## src/rtl/alu_issue.sv

```systemverilog
// alu_issue: issue/collect controller for the multi-cycle CPU ALU.
// Accepts one op at a time, pulses ALU_en with held operands, waits for
// ALU_vld (bounded by TIMEOUT), then offers the result downstream.
//
// state | meaning
// ------+-------------------------------------------------------------
// IDLE  | no op outstanding; ready for a new op
// ISSUE | ALU_en pulse with operands held; wait counter cleared
// WAIT  | waiting for ALU_vld or timeout
// DONE  | result presented on res/res_vld until res_rdy

module alu_issue #(
  parameter int TIMEOUT = 64
) (
  input  logic        clk,
  input  logic        rst,
  input  logic [31:0] op_A,
  input  logic [31:0] op_B,
  input  logic [3:0]  op_sel,
  input  logic        op_vld,
  output logic        op_rdy,
  output logic [31:0] A,
  output logic [31:0] B,
  output logic [3:0]  ALU_sel,
  output logic        ALU_en,
  input  logic [31:0] ALU_out,
  input  logic        set,
  input  logic        eq,
  input  logic        gt,
  input  logic        ge,
  input  logic        ALU_vld,
  output logic        ALU_ack,
  output logic [31:0] res,
  output logic [3:0]  res_flags,
  output logic        res_err,
  output logic        res_vld,
  input  logic        res_rdy,
  output logic        busy
);

  typedef enum logic [1:0] {
    S_IDLE  = 2'd0,
    S_ISSUE = 2'd1,
    S_WAIT  = 2'd2,
    S_DONE  = 2'd3
  } state_t;

  // Counter only has to reach TIMEOUT-1; keep at least one bit so a
  // disabled timeout still elaborates cleanly.
  localparam int            CW       = (TIMEOUT > 1) ? $clog2(TIMEOUT) : 1;
  localparam logic [CW-1:0] CNT_LAST = CW'((TIMEOUT > 0) ? TIMEOUT - 1 : 0);
  localparam bit            TO_EN    = (TIMEOUT != 0);
  localparam logic [31:0]   ERR_RES  = 32'h2BADDEAD;

  state_t        state_q, state_d;
  logic [CW-1:0] cnt_q, cnt_d;
  logic [31:0]   a_q, a_d;
  logic [31:0]   b_q, b_d;
  logic [3:0]    sel_q, sel_d;
  logic [31:0]   res_q, res_d;
  logic [3:0]    flags_q, flags_d;
  logic          err_q, err_d;
  logic          accept;

  // Upstream ready, issue pulse, stale-result drain and status flags.
  always_comb begin
    op_rdy  = !rst && ((state_q == S_IDLE) || ((state_q == S_DONE) && res_rdy));
    accept  = op_vld && op_rdy;
    ALU_en  = (state_q == S_ISSUE);
    ALU_ack = !rst && ALU_vld && (state_q != S_ISSUE);
    res_vld = (state_q == S_DONE);
    busy    = (state_q == S_ISSUE) || (state_q == S_WAIT);
  end

  // Next-state and datapath capture; every register holds unless updated.
  always_comb begin
    state_d = state_q;
    cnt_d   = cnt_q;
    a_d     = a_q;
    b_d     = b_q;
    sel_d   = sel_q;
    res_d   = res_q;
    flags_d = flags_q;
    err_d   = err_q;
    case (state_q)
      S_IDLE: begin
        if (accept) begin
          a_d     = op_A;
          b_d     = op_B;
          sel_d   = op_sel;
          state_d = S_ISSUE;
        end
      end
      S_ISSUE: begin
        cnt_d   = '0;
        state_d = S_WAIT;
      end
      S_WAIT: begin
        cnt_d = cnt_q + CW'(1);
        if (ALU_vld) begin
          res_d   = ALU_out;
          flags_d = {set, ge, gt, eq};
          err_d   = 1'b0;
          state_d = S_DONE;
        end else if (TO_EN && (cnt_q == CNT_LAST)) begin
          res_d   = ERR_RES;
          flags_d = 4'b0000;
          err_d   = 1'b1;
          state_d = S_DONE;
        end
      end
      S_DONE: begin
        if (res_rdy) begin
          if (accept) begin
            a_d     = op_A;
            b_d     = op_B;
            sel_d   = op_sel;
            state_d = S_ISSUE;
          end else begin
            state_d = S_IDLE;
          end
        end
      end
      default: state_d = S_IDLE;
    endcase
  end

  // State and datapath registers with synchronous reset.
  always_ff @(posedge clk) begin
    if (rst) begin
      state_q <= S_IDLE;
      cnt_q   <= '0;
      a_q     <= '0;
      b_q     <= '0;
      sel_q   <= '0;
      res_q   <= '0;
      flags_q <= '0;
      err_q   <= 1'b0;
    end else begin
      state_q <= state_d;
      cnt_q   <= cnt_d;
      a_q     <= a_d;
      b_q     <= b_d;
      sel_q   <= sel_d;
      res_q   <= res_d;
      flags_q <= flags_d;
      err_q   <= err_d;
    end
  end

  assign A         = a_q;
  assign B         = b_q;
  assign ALU_sel   = sel_q;
  assign res       = res_q;
  assign res_flags = flags_q;
  assign res_err   = err_q;

endmodule

```

## config.mk

```make
export PLATFORM = sky130hd
export DESIGN_NAME = alu_issue
export DESIGN_NICKNAME = d
export VERILOG_FILES = /design/src/rtl/alu_issue.sv
export SDC_FILE = /design/constraint.sdc
export NUM_CORES = 1
export LEC_CHECK = 0
export BUFFER_PORTS_ARGS = -buffer_cell sky130_fd_sc_hd__buf_2
export CAP_MARGIN = 20
export CORE_MARGIN = 2
export CORE_UTILIZATION = 49
export DETAILED_ROUTE_END_ITERATION = 6
export GPL_TIMING_DRIVEN = 0
export PLACE_DENSITY = 0.95
export SETUP_SLACK_MARGIN = 0.3
export SYNTH_ARGS = -nofsm -noshare
export SYNTH_HDL_FRONTEND = slang
export SYNTH_SLANG_ARGS = --single-unit
```

## constraint.sdc

```tcl
create_clock -name clk -period 5.44 [get_ports clk]
set_clock_uncertainty 0.15 [all_clocks]
set_input_delay 0.816 -clock clk [delete_from_list [all_inputs] [get_ports clk]]
set_output_delay 0.816 -clock clk [all_outputs]
set_load 0.02 [all_outputs]
```

## Word level (Yosys, flattened, before mapping)

Index checks and enable logic that the tools add are counted.

- Bits in registers: 113
- Bits in latches: 0
- RAM bits: 0
- ROM bits: 0
- Bits of input ports: 109
- Output and inout port bits: 110
- Logic and storage cells: 54
- Memories: 0

- Add/sub/neg operators: 1
- $mul: 0
- Div/mod/pow operators: 0
- $lt $le $gt $ge: 0
- Equality and inequality tests: 8
- Shift-type cells: 0
- Multiplexer cells: 22
- Bitwise gates (word level): 0
- Reductions and logical operators: 15

Operators with widths:

| kind | number |
|---|---|
| 32-bit two-way mux | 6 |
| 32-bit case mux with 2 select lines | 2 |
| 4-bit two-way mux | 4 |
| 6-bit case mux with 2 select lines | 1 |
| 2-bit two-way mux | 4 |
| 2-bit case mux with 4 select lines | 1 |
| 4-bit case mux with 2 select lines | 1 |
| 6-bit by 1-bit adder with 6-bit output, second input constant | 1 |
| 6-bit == test, second input constant | 1 |
| 2-bit nonzero test | 3 |
| 1-bit logical AND | 5 |
| 2-bit == test, second input constant | 2 |
| 2-bit by 1-bit inequality test with 1-bit output, second input constant | 2 |
| 2-bit AND reduction | 2 |
| 1-bit two-way mux | 3 |
| 3-bit by 2-bit inequality test with 1-bit output, second input constant | 1 |
| 3-bit AND reduction | 1 |
| 2-bit by 1-bit == test with 1-bit output, second input constant | 1 |
| 2-bit logical NOT | 1 |
| 1-bit logical OR | 2 |
| 2-bit inequality test, second input constant | 1 |
| 1-bit logical NOT | 1 |

## Logic depth before layout (Yosys ltp)

- Depth after elaboration: 8
- Depth in mapped cells: 9
- Mapped depth without buffers: 6

## Worst setup path before layout

No wires, ideal clock.

- Kind: input-to-output
- From: input rst
- To: output ALU_ack
- Arrival: 1,698 ps
- Required time: 4,474 ps
- Setup slack: 2,776 ps
- Stages: 3
- Buffers on the path: 2
- Path through: buf_2 -> clkbuf_1 -> nor3b_1

- Word-level cells in the longest chain between the ends: 3

RTL lines:

| what | line | source |
|---|---|---|
| from (decl) | 16 | `input logic rst,` |
| 1-bit logical NOT | 70 | `ALU_ack = !rst && ALU_vld && (state_q != S_ISSUE);` |
| 1-bit logical AND (2 in a row) | 70 |  |
| to (decl) | 32 | `output logic ALU_ack,` |

No other way between the ends.

## Worst setup path in the final report

- From: input rst
- To: output op_rdy

- Word-level cells in the longest chain between the ends: 2

RTL lines:

| what | line | source |
|---|---|---|
| 1-bit logical NOT | 67 | `op_rdy = !rst && ((state_q == S_IDLE) \|\| ((state_q == S_DONE) && res_rdy));` |
| 1-bit logical AND | 67 |  |
| to (decl) | 21 | `output logic op_rdy,` |

No other way between the ends.

==> flow_summary.yaml <==
run_status:
  status: "complete, no violations"
clocking:
  hold_buffers: 0
  cts_buffer_depth: 2
  cts-buffers-inserted: 17
  clk_latency_ns: 0.49
  cts_root_buf: "clkbuf_8"
  htreeDepth: 4
  clock_sink_count: 113
  ctsResizeCount: 0
  clkTransAtPathRegs_ns: 0.06
  post_cts_buffers: 0
  cts_tree: "built"
die:
  ioPinCount: 219
  die-area_sq_um: 9650
  row_count: 34
  start_util: 0.501
  die_w_um: 98.2
  dieHeight_um: 98.2
  core_sq_um: 8680
global_route:
  grt_pass1_wl_mm: 18.9
  grt_pass1_vias: 4100
  grt-ovfl-total: 0
  grt_max_degree: 17
  antenna_found_initial: 0
  grt_usage: 0.240
routing:
  drtIter0Drc: 93
  routed_via_density: 4.97
  drc: 0
  postRouteWirelength_mm: 11.8
  vias: 4335
  drtAntennaViolNets: 0
  wire_per_inst_um: 13.6
  first_pass_iters: 4
power_and_ir_drop:
  switching_share: 0.312
  p_per_area_nw_per_um2: 472
  peakVddDrop_v: 0.000256
  seqPwrFrac: 0.340
  p_clk_frac: 0.398
  p_leak_nw: 2.90
  p_comb_frac: 0.262
  power.total_w: 0.00292
  p_int_w: 0.00201
  p_switching_w: 0.000911
sta:
  hold_violations: 0
  setup_tns_ns: 0
  rsz0062_at_grt: "false"
  min_period_over_period: 0.548
  max_freq_ghz: 0.336
  slew_viol_final: 0
  period_minus_slack_ns: 2.98
  slew_headroom: 0.537
  worst_pin_slew_ns: 0.695
  finalSetupViolCount: 0
setup_path:
  setup.worst_path.start_class: "input pin"
  crit_buf_inv: 4
  crit_top_cell: "buf_2"
  crit_family: "buffers and inverters"
  r2r_start: "state_q[1]"
  startpoint: "rst"
  cp-end-kind: "output pin"
  worstSetupPathType: "in -> out"
  crit_chain: "buf_2, clkbuf_1, buf_2, nor2_1, buf_2"
  cp_data_required_time_ns: 4.47
  cp.arrival_ns: 2.01
  cpMaxStageDelayCell: "clkbuf_1"
  cp_max_fo: 10
  max_stage_delay_ns: 0.42
synth:
  avgSynthCellArea_sq_um: 8.43
  synth_cells: 516
  synth.net_count: 631
  ys_seq_area_frac: 0.520
  ys_ff_latch: 113
  syn_area_sq_um: 4350
  synth_top_area_cell: "dfxtp_1"
  post_synth_num_cell_types: 33
  ys.warnings.count: 0
  synth_top_area_frac: 0.520
  synthTopCellsByArea: "dfxtp_1 52%, nand2_1 12%, a21oi_1 7.8%"
final_layout:
  nFillCells: 689
  final_layout_size_suffix_gt1_frac: 0.402
  fin_nets: 867
  multiInputGateArea_sq_um: 1870
  layout_common_cells: "229 x buf_2, 134 x nand2_1, 113 x dfxtp_1"
  n_antenna_cell: 0
  mostFrequentLayoutCell: "buf_2"
  regArea_sq_um: 2260
  area_growth_pct: 42.4
placement:
  port_buffers: 217
  gp_congestion: 0.812
  dp_hpwl_mm: 8.56
hold_path:
  min-delay-start: "B[17]"
  hp-class: "reg -> reg"
job:
  maxCapViolations: 0
==> worst paths after layout <==
check	cells past startpoint	to	slack, ns
max	5	op_rdy	2.46
min	2	B[17]	0.30
max reg2reg	7	B[10]	3.33
min reg2reg	2	B[17]	0.30
==> state kept, by name, indices dropped and copies added (netlist names) <==
signal / count
B: 32
state_q: 2
res_flags: 4
ALU_sel: 4
res: 32
cnt_q: 6
A: 32
res_err: 1
==> cell type report <==
cell class	instances	share of cell area
Inverter	5	0.00303
Multi-Input combinational cell	361	0.301
Clock inverter	11	0.0301
Tap cell	108	0.0218
Buffer	37	0.0331
Sequential cell	113	0.365
Timing Repair Buffer	217	0.175
Clock buffer	20	0.0703
==> metal layers <==
layer / global-route usage / wire (um) / part of all wire
met1: 0.278 / 4730 / 0.40
met2: 0.433 / 6170 / 0.52
met3: 0.0530 / 724 / 0.061
met4: 0.0927 / 217 / 0.018
met5: 0 / 0 / 0
==> cell families after synthesis <==
logic type | synth area share
buf+inv | 0.0515
simple gates | 0.209
fa+ha+maj | 0.0173
compound gates | 0.189
xor+xnor | 0.00805
mux | 0.00575
flops | 0.520
==> per-stage QoR <==
step | hold WS, ns | util | area [sq um] | instances | setup slack [ns]
floorplan | 0.321 | - | 4350 | 516 | 2.78
global placement | 0.288 | 0.642 | 5570 | 841 | 2.38
detailed placement | 0.293 | 0.642 | 5570 | 841 | 2.41
CTS | 0.301 | 0.714 | 6190 | 872 | 2.43
global route | 0.320 | 0.714 | 6190 | 872 | 2.34
finish | 0.300 | 0.714 | 6190 | 872 | 2.46
==> power by group through the flow <==
stage | clock, W | sequential (W) | combinational, W
6_report | 0.00116 | 0.000992 | 0.000766
2_1_floorplan | 0 | 0.00113 | 0.000400
4_1_cts | 0.00118 | 0.000992 | 0.000771
5_1_grt | 0.00122 | 0.00100 | 0.000839
3_3_place_gp | 0 | 0.00100 | 0.000750
3_5_place_dp | 0 | 0.00101 | 0.000763
==> worst min-delay path, stage by stage, from the launching register on <==
cell,delay (ns)
dfxtp_1,0.30
nand2_1,0.05
a21oi_1,0.05
==> cell usage after synthesis, drive strengths merged <==
master and count:
a211oi 1, a21o 2, a21oi 88, a31oi 1, and2 2, and3 1, buf 17, clkbuf 20
dfxtp 113, ha 6, inv 5, mux2 1, mux2i 1, nand2 155, nand2b 5, nand3 1
nand3b 1, nand4 3, nor2 47, nor2b 1, nor3b 1, o211a 1, o21a 21, o21ai 16
o22ai 1, o32ai 1, xor2 4
Note: power is estimated with default switching activity, not from simulation.
